**src/rtl/cpu_types_pkg.sv**
```systemverilog
// Shared CPU types: RAM status and memory arbiter state encodings.
package cpu_types_pkg;

   typedef enum logic [1:0] {
      FREE   = 2'd0,
      BUSY   = 2'd1,
      ACCESS = 2'd2,
      ERROR  = 2'd3
   } ramstate_t;

   typedef enum logic [1:0] {
      IDLE   = 2'd0,
      ISERV  = 2'd1,
      DREAD  = 2'd2,
      DWRITE = 2'd3
   } arb_state_t;

endpackage

```
**src/rtl/starve_counter.sv**
```systemverilog
// Saturating counter of consecutive data grants while a fetch waits.
module starve_counter #(
   parameter int LIMIT = 4
) (
   input  logic CLK,
   input  logic nRST,
   input  logic inc,
   input  logic clr,
   output logic at_limit
);

   localparam int W = (LIMIT < 1) ? 1 : $clog2(LIMIT + 1);
   localparam logic [W-1:0] LIM = W'(LIMIT);

   logic [W-1:0] cnt;

   // clear takes priority over increment
   always_ff @(posedge CLK or negedge nRST) begin
      if (!nRST) begin
         cnt <= '0;
      end else if (clr) begin
         cnt <= '0;
      end else if (inc && (cnt != LIM)) begin
         cnt <= cnt + 1'b1;
      end
   end

   assign at_limit = (cnt == LIM);

endmodule

```
**src/rtl/ram_arbiter.sv**
```systemverilog
// Arbitrates one RAM port between the icache and dcache,
// with a bounded starvation guard for instruction fetches.
module ram_arbiter
   import cpu_types_pkg::*;
#(
   parameter int STARVE_LIMIT = 4
) (
   input  logic        CLK,
   input  logic        nRST,
   input  logic        iREN,
   input  logic [31:0] iaddr,
   output logic [31:0] iload,
   output logic        iwait,
   input  logic        dREN,
   input  logic        dWEN,
   input  logic [31:0] daddr,
   input  logic [31:0] dstore,
   output logic [31:0] dload,
   output logic        dwait,
   output logic        ramREN,
   output logic        ramWEN,
   output logic [31:0] ramaddr,
   output logic [31:0] ramstore,
   input  logic [31:0] ramload,
   input  ramstate_t   ramstate
);

   arb_state_t state, nstate;
   logic inc, clr, at_limit;
   logic dreq, acc;

   assign dreq = dWEN | dREN;
   assign acc  = (ramstate == ACCESS);

   starve_counter #(.LIMIT(STARVE_LIMIT)) u_starve (
      .CLK      (CLK),
      .nRST     (nRST),
      .inc      (inc),
      .clr      (clr),
      .at_limit (at_limit)
   );

   always_ff @(posedge CLK or negedge nRST) begin
      if (!nRST) state <= IDLE;
      else       state <= nstate;
   end

   // a dropped request aborts back to IDLE without completing
   always_comb begin
      nstate = state;
      inc    = 1'b0;
      clr    = 1'b0;
      unique case (state)
         IDLE: begin
            if (dreq && !(iREN && at_limit)) begin
               nstate = dWEN ? DWRITE : DREAD;
               inc    = iREN;
               clr    = !iREN;
            end else if (iREN) begin
               nstate = ISERV;
               clr    = 1'b1;
            end
         end
         ISERV:  if (!iREN || acc) nstate = IDLE;
         DREAD:  if (!dREN || acc) nstate = IDLE;
         DWRITE: if (!dWEN || acc) nstate = IDLE;
         default: nstate = IDLE;
      endcase
   end

   always_comb begin
      iwait    = 1'b1;
      dwait    = 1'b1;
      iload    = '0;
      dload    = '0;
      ramREN   = 1'b0;
      ramWEN   = 1'b0;
      ramaddr  = '0;
      ramstore = '0;
      unique case (state)
         IDLE: ;
         ISERV: begin
            ramREN  = 1'b1;
            ramaddr = iaddr;
            if (iREN && acc) begin
               iwait = 1'b0;
               iload = ramload;
            end
         end
         DREAD: begin
            ramREN  = 1'b1;
            ramaddr = daddr;
            if (dREN && acc) begin
               dwait = 1'b0;
               dload = ramload;
            end
         end
         DWRITE: begin
            ramWEN   = 1'b1;
            ramaddr  = daddr;
            ramstore = dstore;
            if (dWEN && acc) dwait = 1'b0;
         end
         default: ;
      endcase
   end

endmodule

```
**config.mk**
```make
export PLATFORM = sky130hd
export DESIGN_NAME = ram_arbiter
export DESIGN_NICKNAME = d
export VERILOG_FILES = /design/src/rtl/cpu_types_pkg.sv /design/src/rtl/starve_counter.sv /design/src/rtl/ram_arbiter.sv
export SDC_FILE = /design/constraint.sdc
export NUM_CORES = 1
export LEC_CHECK = 0
export ABC_AREA = 1
export BUFFER_PORTS_ARGS = -buffer_cell sky130_fd_sc_hd__buf_2
export CORE_AREA = 2 2 105 107
export CTS_CLUSTER_SIZE = 24
export DETAILED_ROUTE_END_ITERATION = 8
export DIE_AREA = 0 0 107 109
export SKIP_CTS_REPAIR_TIMING = 1
export SKIP_LAST_GASP = 1
export SYNTH_ARGS = -nofsm -noshare
export SYNTH_HDL_FRONTEND = slang
export SYNTH_HIERARCHICAL = 1
export SYNTH_SLANG_ARGS = --single-unit
```
**constraint.sdc**
```tcl
create_clock -name CLK -period 1.47 [get_ports CLK]
set_input_delay 0.0735 -clock CLK [delete_from_list [all_inputs] [get_ports CLK]]
set_output_delay 0.0735 -clock CLK [all_outputs]
set_load 0.01 [all_outputs]
```
* Word-level counts from Yosys, hierarchy flattened
Cells that the tools add are included.
** Storage, ports and cells
- Memories kept :: 0
- Output and inout bits :: 132
- Register bits after elaboration :: 5
- Word-level logic and storage cells :: 59
- Bits in read-only memories :: 0
- Bits in writable memories :: 0
- Bits in latches :: 0
- Bits of input ports :: 135
** Cells by class
- Bitwise logic cells :: 1
- Divide/modulo/power cells :: 0
- Shift operators :: 0
- Equal/unequal tests :: 10
- Add/subtract/negate cells :: 1
- Muxes and demuxes :: 27
- $mul :: 0
- $lt $le $gt $ge :: 0
- Reductions and logical operators :: 18
** Operator list (number)
- $mux 32 :: 5
- $pmux 32 s2 :: 1
- $mux 1 :: 12
- $mux 2 :: 5
- $pmux 2 s4 :: 1
- $eq 2x2->1 const B :: 3
- $logic_and 1x1->1 :: 6
- $mux 3 :: 2
- $ne 2x2->1 const B :: 3
- $ne 3x3->1 const B :: 2
- $logic_not 1->1 :: 4
- $reduce_and 4->1 :: 1
- $reduce_or 2->1 :: 2
- $add 3x1->3 const B :: 1
- $eq 3x3->1 const B :: 1
- $logic_or 1x1->1 :: 3
- $eq 2x1->1 const B :: 1
- $logic_not 2->1 :: 1
- $pmux 1 s2 :: 1
- $reduce_bool 2->1 :: 1
- $or 1x1->1 :: 1

* Longest topological paths before layout
Gate-level depths: netlist of run 1.
- Depth in word-level cells :: 9
- Mapped depth :: 15
- Gate-level depth less buffers :: 15

* Cells and area by module
The synthesis of run 1 kept the hierarchy.
** By module, submodules not included
- ram_arbiter :: cells an instance 324, area an instance 1532.7 µm², times used 1
- starve_counter :: cells an instance 25, area an instance 185.2 µm², times used 1

* Worst setup path before layout of run 1
OpenSTA, ideal clock, no wires.
- Path kind :: reg2reg
- From :: register u_starve.cnt[0]
- To :: register u_starve.cnt[0]
- Data arrival time :: 1.455 ns
- Path slack :: -0.050 ns
- Period minus slack after synthesis :: 1.520 ns
- Required time :: 1.405 ns
- Cell stages (with the launch flop) :: 13
- Library setup time :: 0.065 ns
- Buffers on the path :: 0
- Cells stage by stage :: dfrtp_1 > inv_1 > ha_1 > nand2_2 > inv_1 > nand2_1 > o21ai_2 > ha_1 > nand2_1 > inv_1 > inv_1 > nand4_1 > nand2_1
** On the way
- Elaborated cells between the ends (all ways) :: 14
- Classes of those cells :: 1 x add/sub; 2 x eq/ne; 6 x mux; 5 x reduce/logical
** RTL lines
- start, declared :: line starve_counter.sv:15 : logic [W-1:0] cnt;
- start signal, assigned :: line starve_counter.sv:24 : cnt <= cnt + 1'b1;
- $eq 3x3->1 * :: line starve_counter.sv:28 : assign at_limit = (cnt == LIM);
- named net at_limit :: line ram_arbiter.sv:29 : logic inc, clr, at_limit;
- $logic_and 1x1->1 * :: line ram_arbiter.sv:55 : if (dreq && !(iREN && at_limit)) begin
- $logic_not 1->1 * :: line ram_arbiter.sv:55
- $logic_and 1x1->1 * :: line ram_arbiter.sv:55
- $mux 1 * :: line ram_arbiter.sv:55
- $mux 1 * :: line ram_arbiter.sv:53 : unique case (state)
- named net clr :: line ram_arbiter.sv:29
- $mux 3 or $reduce_bool 2->1 (tied branches)
The timed path passes the listed nets; every way through them passes the cells marked *. The select of a mux whose other input is x is not followed.
A chain may end at the register's enable or synchronous reset.

* Worst setup path in the final report of run 1
- From :: register state[1]
- To :: output port ramaddr[2]
** On the way
- Word-level cells in the longest chain between the ends :: 3
- Elaborated cells between the ends (all ways) :: 5
- Classes of those cells :: 3 x eq/ne; 1 x mux; 1 x reduce/logical
** RTL lines
- start, declared :: line ram_arbiter.sv:28 : arb_state_t state, nstate;
- start signal, assigned :: line ram_arbiter.sv:45 : else state <= nstate;
- $eq 2x2->1 :: line ram_arbiter.sv:80 : unique case (state)
- $reduce_or 2->1 (no source line)
- $pmux 32 s2 * :: line ram_arbiter.sv:80
- end, declared :: line ram_arbiter.sv:22 : output logic [31:0] ramaddr,
Mark *: on every way between the ends. The rest lies on a longest branch, timed or not.

==> results of run 1 <==
[metal layers]
layer	GRT usage, %	routed length [um]
met5	0	0
met3	1.37	673
met4	2.78	65
met2	21.1	4410
met1	12.8	3320
[cell type report]
type / instances / area (um2) / area share (%)
multi-input combinational: 240 / 1450 / 36.9
clock buffer: 4 / 45.0 / 1.15
sequential: 5 / 126 / 3.22
inverter: 82 / 310 / 7.91
tap: 140 / 175 / 4.47
timing repair buffer: 305 / 1820 / 46.4
[worst paths after layout]
check                      cells past startpoint               to
setup / recovery                               7       ramaddr[2]
hold / removal                                 2         state[0]
setup reg to reg                              15  u_starve/cnt[2]
hold reg to reg                                2  u_starve/cnt[2]
max in group asynchronous                      2         state[0]
min in group CLK                               6         state[1]
[power groups by stage]
stage | registers (W) | logic, W | clock network, W
6_report | 0.000260 | 0.00398 | 0.000262
3_5_place_dp | 0.000233 | 0.00311 | 0
3_3_place_gp | 0.000232 | 0.00313 | 0
5_1_grt | 0.000269 | 0.00436 | 0.000284
2_1_floorplan | 0.000231 | 0.00195 | 0
4_1_cts | 0.000232 | 0.00313 | 0.000272
[flip-flops by register name, summed over array words and instances (netlist names)]
signal and cells:
u_starve/cnt 3, state 2
[layout by cell type, fill, tap and decap left out]
cell,synthesis,layout
buf_8,0,1
clkbuf_1,0,1
nand2_2,1,4
nand3_4,2,2
nor2_1,49,26
buf_2,12,263
dfrtp_2,0,1
buf_6,6,12
inv_1,82,75
inv_4,0,1
ha_1,8,2
ha_2,0,1
ha_4,0,5
o21ai_0,3,1
nand3_1,6,5
nand2_4,0,7
buf_12,0,5
a21oi_1,32,3
inv_2,0,6
nand3_2,0,1
o21ai_2,1,3
nand2_1,116,106
nor2_4,3,6
a21oi_2,0,29
buf_4,4,19
dlygate4sd3_1,0,1
clkbuf_16,0,4
dfrtp_1,5,4
clkbuf_8,0,3
nand4_1,2,2
nor2_2,17,37
[per-stage QoR]
step	setup TNS (ps)	total power, W	worst slack [ps]	instance area (um2)	utilization (%)
after floorplan	-18.9	0.00218	-18.9	1890	-
after CTS	-20160	0.00363	-210	3480	32.8
after global routing	-17220	0.00491	-171	3920	37.0
after global placement	-83.4	0.00336	-53.5	3430	32.4
final	-8190	0.00450	-121	3920	37.0
after detailed placement	-210	0.00335	-87.0	3430	32.4
[critical path: stages (launching register included)]
cell,delay (ps)
dfrtp_1,390
inv_2,90
ha_4,190
buf_12,120
clkbuf_16,170
nand2_1,70
a21oi_2,120
buf_2,140
[cells by family after synthesis]
group / Yosys count / share of synthesized area (%)
simple gates: 196 / 49.1
buf+inv: 104 / 27.1
compound gates: 36 / 10.7
fa+ha+maj: 8 / 5.83
flops: 5 / 7.28
==> run summary, run 1 <==
Status: finished with violations
Failing checks: setup timing
Cell area after synthesis: 1720 um2
Peak supply drop: 716 uV
Avg Cell Area, Syn: 4.92 um2
Placed insts: 753
Leading area contributor after synthesis: nand2_1
Clk_lat worst skew: 230 ps
Clock Skew: 1.32 ps
Syn Nets: 492
DIE WIDTH: 107 um
Period minus WS final: 1590 ps
ANT cells: 0
Final Cycle Share: 108%
Clock-pin transition on the worst setup and hold timing paths: 30 ps
Vias/cell: 3.87
Initial Utilization: 16.2%
Net Sw Power: 0.00229 W
Largest net degree at the start of global routing: 34
Seq pwr share: 5.8%
Grt ovf: 0
Fin. Hold Viols: 0
Leakage Power: 2.63 nW
Top_reg_cell synth: dfrtp_1
Worst-margin pin slew: 298 ps
Switching portion of total power: 50.9%
DR WL/cell: 10.9 um
Clock tree root driver cell: clkbuf_8
Area Growth Syn to Fin: 128%
WHS: 201 ps
Final setup viols: 131
1st-iter DRT viols: 104
Top post-synthesis cells by count: nand2_1 (116), inv_1 (82), nor2_1 (49)
Count of flip-flops with a built-in enable after synthesis: 0
FMAX: 0.629 GHz
Nets: 780
GP Congestion: 0.741
WS Path Type: flip-flop to output port
Comb pwr share: 88.4%
ANT nets after route: 0
#FFs+latches synth: 5
Port bufs: 266
Post-route setup slack: -121 ps
First-pass GRT wire length: 10500 um
Critical Path AT: 1520 ps
Crit start category: flip-flop
Kind of end point of the critical path: output port
Slew Viols, Final: 0
Synthesized netlist cell count: 349
Row Count: 38
Cell variety after synth: 17
Antenna violations before repair: 0
Number of buffers created by CTS: 3
Drt total wl: 8470 um
Die Y: 109 um
CP max FO: 8
Reg2reg start: u_starve/cnt[0]
Sequential fraction of the synthesis area: 7.28%
Die area: 11700 um2
RSZ-0062 raised after global routing: true
Routed vias: 3001
Initial DRT Pass Iterations: 4
Ratio of cells with drive above 1 in the final layout: 64.5%
Type of the worst min-delay path: input port to asynchronous set/reset pin
Fillers: 1176
Clock power share: 5.8%
Placeable Area: 10600 um2
PwrDens: 1150 nW/um2
CTS max path bufs: 2
Detailed-route DRC error count: 0
CP Data Required Time: 1400 ps
Syn. warnings: 6
R2R Setup Slk: -10 ps
Synth top area cells: nand2_1 (25%), inv_1 (18%), nor2_1 (11%), a21oi_1 (9.3%), dfrtp_1 (7.3%)
Crit path from: state[1]
Most common cell in the synthesized netlist: nand2_1
Relative slew slack: 80.1%
Int Pwr: 0.00221 W
CTS tree: done
Detailed Place HPWL: 6460 um
GRT Util Overall: 11.0%
Sink Count: 5
Top-area cell type share of the netlist area: 25.3%
H-tree depth: 1
Max Cap Violations: 0
Num ports: 267
Non-Filler Instances: 776
Number of global-route vias before repair: 2358
Share of synthesized registers carrying an async set or reset: 100%
Power figures use the tool's default switching activity.
==> run 2: changes to the inputs <==
--- a/config.mk
+++ b/config.mk
@@ -17,3 +17,4 @@
 export SYNTH_HDL_FRONTEND = slang
 export SYNTH_HIERARCHICAL = 1
 export SYNTH_SLANG_ARGS = --single-unit
+export TNS_END_PERCENT = 1
==> run 2 against run 1 <==
Effect of this change:
- the flow still finishes with violations (setup timing)
- design area shrank 13%
- count of clock-buffer cells in the layout is the same
- fmax grew 0.43%
- critical path type unchanged
- wire length shrank 9.7%
- via count shrank 2.1%
- sequential share of layout area grew 0.51 points
- combinational power shrank 23%
==> run summary, run 2 (same netlist as run 1, synthesis figures left out) <==
Biggest register: u_starve/cnt
WS Path Type: flip-flop to output port
Reg2reg start: u_starve/cnt[0]
Placed insts: 749 (-0.53%)
Port bufs: 266 (unchanged)
PwrDens: 1050 nW/um2 (-8.5%)
Regs by FF count: u_starve/cnt x3, state x2
Setup_tns: -5610 ps (+2580 ps)
Kind of end point of the critical path: output port
DIE WIDTH: 107 um (unchanged)
Period minus WS final: 1580 ps (-6.82 ps)
Grt ovf: 0 (unchanged)
Routed vias: 2937 (-2.1%)
Clock-pin transition on the worst setup and hold timing paths: 40 ps (about the same)
CP Data Required Time: 1400 ps (about the same)
Most common cell after layout, fill and taps aside: buf_2
ANT cells: 0 (unchanged)
Fillers: 1243 (+5.7%)
Max layer used: met4
Clock Skew: 2.85 ps (+1.53 ps)
Worst-margin pin slew: 226 ps (-71.7 ps)
CTS tree: done
GP Congestion: 0.747 (+0.92%)
FMAX: 0.631 GHz (+0.43%)
H-tree depth: 1 (unchanged)
Drt total wl: 7650 um (-9.7%)
Type of the worst min-delay path: input port to asynchronous set/reset pin
Die area: 11700 um2 (unchanged)
Worst path slowest cell: dfrtp_2
Ratio of cells with drive above 1 in the final layout: 53.4% (-11 points)
Max Cap Violations: 0 (unchanged)
Clock tree root driver cell: clkbuf_8
Fin. Hold Viols: 0 (unchanged)
Non-Filler Instances: 758 (-2.3%)
Antenna violations before repair: 0 (unchanged)
1st-iter DRT viols: 105 (+0.96%)
Metal-1 WL: 3070 um (-7.7%)
Cell Chain, Critical Path: inv_2 -> ha_4 -> nand3_4 -> buf_12 -> nor2_1 -> buf_2
DR WL/cell: 10.1 um (-7.5%)
Largest net degree at the start of global routing: 33 (-2.9%)
Total power: 0.00359 W (-20%)
Slowest cell delay on critical path: 440 ps (+50 ps)
Die Y: 109 um (unchanged)
Area Growth Syn to Fin: 99.1%
RSZ-0062 raised after global routing: true
ANT nets after route: 0 (unchanged)
Number of global-route vias before repair: 2462 (+4.4%)
Detailed Place HPWL: 6340 um (-1.9%)
Largest register FFs: 3 (unchanged)
Relative slew slack: 84.9% (+4.8 points)
Status: finished with violations
Number of buffers created by CTS: 3 (unchanged)
Critical Path AT: 1510 ps (about the same)
FF-to-FF path depth: 12 (-3)
Vias/cell: 3.87 (+0.19%)
Initial DRT Pass Iterations: 5 (+1)
Clk_lat worst skew: 230 ps (about the same)
Peak supply drop: 688 uV (-3.9%)
First-pass GRT wire length: 10700 um (+2.0%)
Final setup viols: 119 (-9.2%)
R2R Setup Slk: -20 ps (about the same)
Crit start category: flip-flop
Leakage Power: 2.46 nW (-6.6%)
Sink Count: 5 (unchanged)
Failing checks: setup timing
Placeable Area: 10600 um2 (unchanged)
Post-route setup slack: -114 ps (+6.82 ps)
Final Cycle Share: 108% (-0.46 points)
Num ports: 267 (unchanged)
DR WL met2: 3890 um (-12%)
Initial Utilization: 16.2% (unchanged)
Detailed-route DRC error count: 0 (unchanged)
Nets: 762 (-2.3%)
Row Count: 38 (unchanged)
RR Endpoint: u_starve/cnt[0]
Most frequent cells in the layout: buf_2 (266), nand2_1 (114), inv_1 (75), nor2_1 (49), a21oi_1 (31)
CP max FO: 32 (+24)
GRT Util Overall: 11.1% (+0.11 points)
Slew Viols, Final: 0 (unchanged)
Met3 Wirelength: 630 um (-6.4%)
CTS max path bufs: 2 (unchanged)
run 2: how the worst max path moves through the flow:
stage,start,depth (start not counted),to
global route,state[1],6,ramaddr[14]
global placement,u_starve/cnt[0],15,u_starve/cnt[2]
floorplan,state[1],8,ramaddr[10]
finish,state[0],6,dload[11]
detailed placement,u_starve/cnt[0],15,u_starve/cnt[2]
CTS,state[1],6,ramaddr[9]
run 2: critical path, delay by kind of cell, from the launching register on:
| kind | cells | cell delay, ps |
|---|---|---|
| buffers and inverters | 3 | 440 |
| DFF | 1 | 440 |
| and+or+nand+nor | 2 | 230 |
| adders and majority gates | 1 | 170 |
run 2: routing by layer:
metal / vias to the layer above / GRT usage (%)
li1: 1535 / -
met5: - / 0
met4: 0 / 2.50
met1: 1250 / 13.0
met3: 5 / 1.20
met2: 147 / 21.6
run 2: cell type report:
cell class | instances | area, um2 | area share (%)
repair buffers | 287 | 1580 | 46.2
clock buffers | 4 | 45.0 | 1.32
well taps | 140 | 175 | 5.12
multi-input cells | 240 | 1190 | 34.7
flip-flops and latches | 5 | 128 | 3.73
inverters | 82 | 308 | 9.00
run 2: report_power, final:
group	total, W	internal (W)	leakage, nW	switching [W]
Combinational	0.00306	0.00133	2.37	0.00173
Clock	0.000267	0.000187	0.0228	0.0000797
Sequential	0.000264	0.000198	0.0630	0.0000657
Total	0.00359	0.00172	2.46	0.00187
run 2: stage by stage:
step,util (%),cell area [um2],worst slack (ps),hold slack [ps]
finish,32.3,3420,-114,187
global route,32.3,3420,-176,210
CTS,31.1,3300,-266,-340
detailed placement,30.7,3260,-93.3,-97.0
global placement,30.7,3260,-76.4,-99.1
floorplan,-,1730,-31.3,-222
